**config.mk**
```make
export PLATFORM = sky130hd
export DESIGN_NAME = i2c_bmp180_target
export DESIGN_NICKNAME = d
export VERILOG_FILES = /design/src/rtl/i2c_bmp180_target.sv
export SDC_FILE = /design/constraint.sdc
export NUM_CORES = 1
export LEC_CHECK = 0
export ABC_AREA = 1
export CAP_MARGIN = 20
export CORE_UTILIZATION = 60
export DETAILED_ROUTE_END_ITERATION = 7
export MAX_ROUTING_LAYER = met4
export PLACE_DENSITY = 0.79
export SYNTH_ARGS = -nofsm -noshare
export SYNTH_HDL_FRONTEND = slang
export SYNTH_SLANG_ARGS = --single-unit
```
**constraint.sdc**
```tcl
create_clock -name clk -period 4.4 [get_ports clk]
set_input_delay 0.88 -clock clk [delete_from_list [all_inputs] [get_ports clk]]
set_output_delay 0.88 -clock clk [all_outputs]
set_load 0.05 [all_outputs]
```
**src/rtl/i2c_bmp180_target.sv**
```systemverilog
`default_nettype none
// ============================================================================
// Module   : i2c_bmp180_target
// Brief    : I2C target emulating the BMP180 register map (ID, ctrl, calib,
//            measurement). Optional soft reset via BMP180_SOFTRESET_EN.
// Revision : 1.0 - initial release
// ============================================================================
module i2c_bmp180_target #(
   parameter logic [6:0] ADR     = 7'h77,
   parameter logic [7:0] CHIP_ID = 8'h55,
   parameter int         FILT    = 3
) (
   input  logic        clk,
   input  logic        reset,
   input  logic        scl,
   input  logic        sda_in,
   output logic        sda_oe,
   input  logic [23:0] meas_data,
   input  logic        cal_we,
   input  logic [4:0]  cal_addr,
   input  logic [7:0]  cal_din,
   output logic [7:0]  ctrl_meas,
   output logic        ctrl_wr,
   output logic        busy,
   output logic [3:0]  state
);
   localparam logic [3:0] IDLE      = 4'd0;
   localparam logic [3:0] ADDR      = 4'd1;
   localparam logic [3:0] ADDR_ACK  = 4'd2;
   localparam logic [3:0] IGNORE    = 4'd3;
   localparam logic [3:0] WPTR      = 4'd4;
   localparam logic [3:0] WPTR_ACK  = 4'd5;
   localparam logic [3:0] WDATA     = 4'd6;
   localparam logic [3:0] WDATA_ACK = 4'd7;
   localparam logic [3:0] RDATA     = 4'd8;
   localparam logic [3:0] RACK      = 4'd9;

   logic [1:0] pin_w, lvl_w, prv_w;
   assign pin_w = {scl, sda_in};

   // Per line: 2-FF synchroniser, stability filter, previous filtered level
   generate
      for (genvar gi = 0; gi < 2; gi++) begin : g_in
         logic       s1_q, s1_d, s2_q, s2_d, f_q, f_d, p_q, p_d;
         logic [3:0] c_q, c_d;
         always_comb begin
            s1_d = pin_w[gi];
            s2_d = s1_q;
            p_d  = f_q;
            f_d  = f_q;
            c_d  = 4'd0;
            if (s2_q != f_q) begin
               if (c_q == 4'(FILT - 1)) f_d = s2_q;
               else                     c_d = c_q + 4'd1;
            end
         end
         always_ff @(posedge clk) begin
            if (reset) begin
               s1_q <= 1'b1;
               s2_q <= 1'b1;
               f_q  <= 1'b1;
               p_q  <= 1'b1;
               c_q  <= 4'd0;
            end else begin
               s1_q <= s1_d;
               s2_q <= s2_d;
               f_q  <= f_d;
               p_q  <= p_d;
               c_q  <= c_d;
            end
         end
         assign lvl_w[gi] = f_q;
         assign prv_w[gi] = p_q;
      end
   endgenerate

   logic sda_f, scl_rise, scl_fall, start_det, stop_det;
   assign sda_f     = lvl_w[0];
   assign scl_rise  =  lvl_w[1] & ~prv_w[1];
   assign scl_fall  = ~lvl_w[1] &  prv_w[1];
   assign start_det =  lvl_w[1] &  prv_w[1] &  prv_w[0] & ~lvl_w[0];
   assign stop_det  =  lvl_w[1] &  prv_w[1] & ~prv_w[0] &  lvl_w[0];

   logic [3:0]  st_q, st_d, bit_q, bit_d;
   logic [7:0]  sh_q, sh_d, tx_q, tx_d, ptr_q, ptr_d, ctrl_q, ctrl_d;
   logic        oe_q, oe_d, rw_q, rw_d, ctrl_wr_q, ctrl_wr_d;
   logic [23:0] shadow_q, shadow_d;
   logic [7:0]  cal_q [22];
   logic [7:0]  cal_d [22];
`ifdef BMP180_SOFTRESET_EN
   logic        srst_q, srst_d;
`endif

   function automatic logic [7:0] rd(input logic [7:0] a);
      rd = 8'h00;
      if (a >= 8'hAA && a <= 8'hBF) rd = cal_q[5'(a - 8'hAA)];
      else begin
         case (a)
            8'hD0:   rd = CHIP_ID;
            8'hF4:   rd = ctrl_q;
            8'hF6:   rd = shadow_q[23:16];
            8'hF7:   rd = shadow_q[15:8];
            8'hF8:   rd = shadow_q[7:0];
            default: rd = 8'h00;
         endcase
      end
   endfunction

   always_comb begin
      st_d      = st_q;
      bit_d     = bit_q;
      sh_d      = sh_q;
      tx_d      = tx_q;
      ptr_d     = ptr_q;
      oe_d      = oe_q;
      rw_d      = rw_q;
      ctrl_d    = ctrl_q;
      ctrl_wr_d = 1'b0;
      shadow_d  = shadow_q;
      cal_d     = cal_q;
`ifdef BMP180_SOFTRESET_EN
      srst_d    = srst_q;
`endif
      if (cal_we && cal_addr <= 5'd21) cal_d[cal_addr] = cal_din;
      if (start_det) begin
         st_d  = ADDR;
         bit_d = 4'd0;
         oe_d  = 1'b0;
      end else if (stop_det) begin
         st_d = IDLE;
         oe_d = 1'b0;
`ifdef BMP180_SOFTRESET_EN
         if (srst_q) begin
            ctrl_d = 8'h00;
            ptr_d  = 8'h00;
         end
         srst_d = 1'b0;
`endif
      end else if (scl_rise) begin
         case (st_q)
            ADDR, WPTR, WDATA: begin
               sh_d  = {sh_q[6:0], sda_f};
               bit_d = bit_q + 4'd1;
            end
            RDATA: bit_d = bit_q + 4'd1;
            RACK:  if (sda_f) st_d = IGNORE;
                   else       bit_d = 4'd9;
            default: ;
         endcase
      end else if (scl_fall) begin
         case (st_q)
            ADDR: if (bit_q == 4'd8) begin
               if (sh_q[7:1] == ADR) begin
                  st_d     = ADDR_ACK;
                  oe_d     = 1'b1;
                  rw_d     = sh_q[0];
                  shadow_d = meas_data;
               end else begin
                  st_d = IGNORE;
               end
            end
            ADDR_ACK: begin
               bit_d = 4'd0;
               if (rw_q) begin
                  st_d = RDATA;
                  tx_d = rd(ptr_q);
                  oe_d = ~tx_d[7];
               end else begin
                  st_d = WPTR;
                  oe_d = 1'b0;
               end
            end
            WPTR: if (bit_q == 4'd8) begin
               st_d  = WPTR_ACK;
               oe_d  = 1'b1;
               ptr_d = sh_q;
            end
            WDATA: if (bit_q == 4'd8) begin
               st_d  = WDATA_ACK;
               oe_d  = 1'b1;
               ptr_d = ptr_q + 8'd1;
               if (ptr_q == 8'hF4) begin
                  ctrl_d    = sh_q;
                  ctrl_wr_d = 1'b1;
               end
`ifdef BMP180_SOFTRESET_EN
               if (ptr_q == 8'hE0 && sh_q == 8'hB6) srst_d = 1'b1;
`endif
            end
            WPTR_ACK, WDATA_ACK: begin
               st_d  = WDATA;
               oe_d  = 1'b0;
               bit_d = 4'd0;
            end
            RDATA: if (bit_q == 4'd8) begin
               st_d = RACK;
               oe_d = 1'b0;
            end else begin
               tx_d = {tx_q[6:0], 1'b0};
               oe_d = ~tx_d[7];
            end
            // Master ACKed on the preceding rise: advance and drive next byte
            RACK: if (bit_q == 4'd9) begin
               st_d  = RDATA;
               bit_d = 4'd0;
               ptr_d = ptr_q + 8'd1;
               tx_d  = rd(ptr_q + 8'd1);
               oe_d  = ~tx_d[7];
            end
            default: ;
         endcase
      end
   end

   always_ff @(posedge clk) begin
      if (reset) begin
         st_q      <= IDLE;
         bit_q     <= 4'd0;
         sh_q      <= 8'h00;
         tx_q      <= 8'h00;
         ptr_q     <= 8'h00;
         oe_q      <= 1'b0;
         rw_q      <= 1'b0;
         ctrl_q    <= 8'h00;
         ctrl_wr_q <= 1'b0;
         shadow_q  <= 24'h0;
         for (int i = 0; i < 22; i++) cal_q[i] <= 8'h00;
`ifdef BMP180_SOFTRESET_EN
         srst_q    <= 1'b0;
`endif
      end else begin
         st_q      <= st_d;
         bit_q     <= bit_d;
         sh_q      <= sh_d;
         tx_q      <= tx_d;
         ptr_q     <= ptr_d;
         oe_q      <= oe_d;
         rw_q      <= rw_d;
         ctrl_q    <= ctrl_d;
         ctrl_wr_q <= ctrl_wr_d;
         shadow_q  <= shadow_d;
         cal_q     <= cal_d;
`ifdef BMP180_SOFTRESET_EN
         srst_q    <= srst_d;
`endif
      end
   end

   assign sda_oe    = oe_q;
   assign ctrl_meas = ctrl_q;
   assign ctrl_wr   = ctrl_wr_q;
   assign busy      = (st_q != IDLE);
   assign state     = st_q;
endmodule
`default_nettype wire

```
# After elaboration in Yosys (flattened, before gate mapping)
# Index checks and enable logic that the tools add are counted.
[word_totals] reg_bits=258 in_bits=42 word_cells=227
[classes] n_addsub=6 n_lt_le_gt_ge=9 eq_ne=49 mux=61 bitwise=25 reduce_logical=34
[op_table] cell="176-bit bitwise mux" count=1
[op_table] cell="8-bit two-way mux" count=22
[op_table] cell="8-bit binary-select mux with 5-bit select" count=2
[op_table] cell="8-bit equality test (second input constant)" count=10
[op_table] cell="8-bit case mux with 5 select lines" count=2
[op_table] cell="4-bit two-way mux" count=14
[op_table] cell="8-bit demux with 5-bit select" count=1
[op_table] cell="4-bit case mux with 7 select lines" count=1
[op_table] cell="5-bit != test (second input constant)" count=5
[op_table] cell="8-bit case mux with 3 select lines" count=1
[op_table] cell="7-bit two-way mux" count=3
[op_table] cell="7-bit case mux with 3 select lines" count=1
[op_table] cell="7-bit AND reduction" count=3
[op_table] cell="6-bit greater-or-equal comparator (second input constant)" count=3
[op_table] cell="3-bit != test (second input constant)" count=6
[op_table] cell="5-bit inverter with 6-bit output" count=3
[op_table] cell="9-bit AND reduction" count=2
[op_table] cell="4-bit by 3-bit equality test with 1-bit output (second input constant)" count=4
[op_table] cell="4-bit equality test (second input constant)" count=4
[op_table] cell="8-bit greater-or-equal comparator (second input constant)" count=2
[op_table] cell="8-bit less-or-equal comparator (second input constant)" count=2
[op_table] cell="2-bit != test (second input constant)" count=8
[op_table] cell="4-bit case mux with 2 select lines" count=2
[op_table] cell="8-bit AND reduction" count=2
[op_table] cell="31 further kinds" count=80

# Longest topological paths before layout
[depth] depth_word=16 mapped_depth=20 ltp_nobuf=16

# Worst setup path after synthesis
# No wires, ideal clock.
[synth_path] path_kind="register to register" from="register ptr_q[0]" to="register tx_q[1]" setup_ns=0.056 t_arrival_ns=3.035 t_required_ns=4.344 setup_slack_ns=1.309 path_stages_with_launch=20 n_path_buf=6 period_less_slack_ns=3.091 cell_sequence="dfxtp_1 -> buf_4 -> inv_2 -> buf_4 -> buf_2 -> ha_1 -> clkinv_1 -> clkbuf_1 -> ha_1 -> clkbuf_1 -> inv_1 -> clkbuf_1 -> nand3_1 -> nand3_1 -> nand3_1 -> a21oi_1 -> nand2_1 -> nand3_1 -> nand2_1 -> inv_1"
[synth_via] elab_chain_len=15
[synth_rtl] element="from (decl)" line_no="85" text="logic [7:0] sh_q, sh_d, tx_q, tx_d, ptr_q, ptr_d, ctrl_q, ctrl_d;"
[synth_rtl] element="from (signal assigned)" line_no="236" text="ptr_q <= ptr_d;"
[synth_rtl] element="8-bit by 1-bit adder with 8-bit output" line_no="207" text="tx_d = rd(ptr_q + 8'd1);"
[synth_rtl] element="5-bit by 4-bit subtractor with 5-bit output" line_no="96" text="if (a >= 8'hAA && a <= 8'hBF) rd = cal_q[5'(a - 8'hAA)];"
[synth_rtl] element="5-bit inverter with 6-bit output (implied by the code)" line_no="96"
[synth_rtl] element="8-bit binary-select mux with 5-bit select" line_no="96"
[synth_rtl] element="8-bit two-way mux (implied by the code) (2 in series)" line_no="96"
[synth_rtl] element="8-bit two-way mux" line_no="96"
[synth_rtl] element="8-bit two-way mux" line_no="203" text="RACK: if (bit_q == 4'd9) begin"
[synth_rtl] element="8-bit two-way mux" line_no="151" text="case (st_q)"
[synth_rtl] element="8-bit two-way mux" line_no="150" text="end else if (scl_fall) begin"
[synth_rtl] element="8-bit two-way mux" line_no="139" text="end else if (scl_rise) begin"
[synth_rtl] element="8-bit two-way mux" line_no="129" text="end else if (stop_det) begin"
[synth_rtl] element="8-bit two-way mux" line_no="125" text="if (start_det) begin"
[synth_rtl] element="7-bit two-way mux" line_no="203"
[synth_rtl] element="7-bit case mux with 3 select lines (*)" line_no="151"
[synth_rtl] element="to (signal assigned)" line_no="235" text="tx_q <= tx_d;"
[synth_rtl] element="to (decl)" line_no="85"
# Every way passes the cells marked *; elsewhere a longest branch is shown, timed or not. The select of a mux whose other input is x is not followed.
# A chain may end at the register's enable or synchronous reset.

# Final worst setup path
[layout_path] from="register ptr_q[0]" to="register tx_q[2]"
# Same word-level chain as after synthesis.

==> flow_summary.ini <==
[status]
status = finished clean

[floorplanning]
core_area_um2 = 23700
rows = 56
die_area_um2 = 25100
ios = 57
initial_core_util = 0.619
die_height_um = 158
dieWidth_um = 158

[critical_path]
critical_path_required_ps = 4850
crit_arrival_ps = 4220
start_kind = flop
crit_path_max_fanout = 54
worstSetupPathType = reg -> reg
endpoint_kind = flop

[sta]
period_share = 0.858
finClkSkew_ps = 19.9
setup_viol = 0
rsz0062_at_grt = false
fin_ws_ps = 627
timing.final.crit_period_ps = 3770
fmax_mhz = 265
finalHoldViolations = 0
drv_slew = 0
slew_headroom = 0.232
fin_tns_setup_ps = 0
whs_ps = 409
worstMarginPinSlew_ps = 1150

[synth]
synth_async_sr_flop_share = 0
yosysUniqueCellTypes = 46
synth-main-ff-cell = dfxtp_1
syn-cell-area_um2 = 14700
yosysWarnings = 0
syn-num-nets = 2339
synth_edf_count = 0
netlist_instances = 2279
synth_area_per_cell_um2 = 6.43
ys_ff_latch = 258
ys_seq_area_frac = 0.352

[drt]
detail_route.vias_per_cell = 5.84
drtIter0Drc = 1668
vias = 15000
wl_per_cell_um = 17.4
drtPass1Iterations = 7
ant_nets = 0
drc = 0
drt_wl_total_um = 44800

[place]
place_ws_ps = 714
dp_hpwl_um = 29700
io_buffers = 56
gp_congestion = 0.972

[clock_network]
cts_buffers = 28
cts_resized = 0
cts_tree = built
ctsHoldBuffers = 0
clock_sinks = 258
cts.clk_slew.worst_paths_ps = 60
clkLatencyLatePin_ps = 560
ctsHtreeMaxLevel = 1
post-cts-setup-buffers = 0
cts_root_buf = clkbuf_16
clockBufferDepth = 3

[global_routing]
overflow = 0
grt_max_degree = 127
antenna_found_initial = 1
grt_pass1_wl_um = 69400
grt_util_all_layers = 0.365
grt_pass1_vias = 13000

[cells_and_area]
drive_gt1_frac = 0.0559
diodes = 0
finalNetCount = 2295
fill_cells = 2153
area_growth_pct = 9.28

[power]
total_power_mw = 4.98
vdd_ir_drop_max_uv = 343
p_per_area_nw_per_um2 = 311
leakage_nw = 6.40

[min_path]
min_path_type = reg -> reg

[flow_run]
drv_cap = 0
==> through the flow <==
| stage | instance area [um^2] | util | std cells |
|---|---|---|---|
| 3_5_place_dp | 15100 | 0.636 | 2522 |
| 5_1_grt | 16000 | 0.676 | 2574 |
| 2_1_floorplan | 14700 | - | 2279 |
| 4_1_cts | 16000 | 0.675 | 2572 |
| 6_report | 16000 | 0.676 | 2574 |
| 3_3_place_gp | 15100 | 0.636 | 2522 |
==> placed cells by master, fill, tap and decap left out, types with 13 or more instances in the layout <==
master	Yosys	routed
a21oi_1	288	288
buf_4	5	13
clkbuf_16	0	29
clkdlybuf4s50_1	0	56
dfxtp_1	258	256
ha_1	18	17
inv_1	274	274
nand2_1	421	421
nand2_2	15	15
nand3_1	251	251
nor2_1	174	174
o211ai_1	26	26
o21ai_0	308	308
==> Yosys cell counts (all sizes together) (4+ instances only) <==
cell,instances,area share
nand4,8,0.0044
a21oi,289,0.099
nand2,438,0.12
nor2,185,0.050
xor2,8,0.0066
o22ai,5,0.0021
o211ai,26,0.013
clkinv,6,0.0015
o21ai,319,0.11
inv,284,0.073
dfxtp,258,0.35
nor4,4,0.0048
buf,73,0.028
nand3,257,0.090
nor3,11,0.0063
or2,5,0.0021
clkbuf,73,0.019
ha,18,0.015
==> worst max-delay path, cell delays in order (launching register included) <==
cell and delay, ps:
dfxtp_4 670, clkinv_2 620, ha_2 580, clkinv_1 80, ha_1 300, inv_1 550, o21ai_0 190, nand2_1 120
nor2_1 40, a21oi_1 130, a21oi_1 80, nand2_1 90, nand3_1 70, nand2_1 70, inv_1 40
==> routing by layer <==
layer  GRT usage  wire (um)  vias to the layer above
met5           -          0                        -
li1            -          -                     7374
met3      0.0449       4410                       93
met4       0.114       1230                        0
met1       0.510      19300                     6842
met2       0.548      19800                      714
==> final cells by class <==
cell class,count,area [um^2],area share
multi-input cells,1585,7720,0.482
flip-flops and latches,258,5170,0.323
inverters,290,1090,0.0682
clock buffers,43,838,0.0523
repair buffers,72,704,0.0440
well taps,319,399,0.0249
clock inverters,7,97.6,0.00609
==> registers in the layout (all words and copies together) (netlist names), 2 cells and up <==
register	count
shadow_q	24
g_in.c_q	8
tx_q	7
state	4
g_in.s2_q	2
bit_q	4
sh_q	8
g_in.p_q	2
g_in.s1_q	2
g_in.f_q	2
cal_q	176
ctrl_meas	8
ptr_q	8
==> worst paths after layout <==
| path | startpoint | cells after the start | slack (ps) | endpoint |
|---|---|---|---|---|
| max | ptr_q[0] | 14 | 630 | tx_q[2] |
| min | g_in[1].s1_q | 1 | 410 | g_in[1].s2_q |
| max reg2reg | ptr_q[0] | 14 | 630 | tx_q[2] |
| min reg2reg | g_in[1].s1_q | 1 | 410 | g_in[1].s2_q |
==> report_power, final <==
part / leakage, nW / internal [mW] / switching (mW)
clock: 0.451 / 1.42 / 0.984
combinational: 3.87 / 0.0709 / 0.134
sequential: 2.08 / 2.35 / 0.00965
total: 6.40 / 3.85 / 1.13
==> cell families after synthesis <==
| logic type | count (synthesis) | synth area share |
|---|---|---|
| AOI/OAI and AO/OA | 647 | 0.229 |
| xor gates and xnor gates | 10 | 0.00777 |
| adders and majority gates | 18 | 0.0154 |
| buffers and inverters | 436 | 0.121 |
| DFF | 258 | 0.352 |
| and+or+nand+nor | 910 | 0.274 |
(Power assumes the default switching activity.)
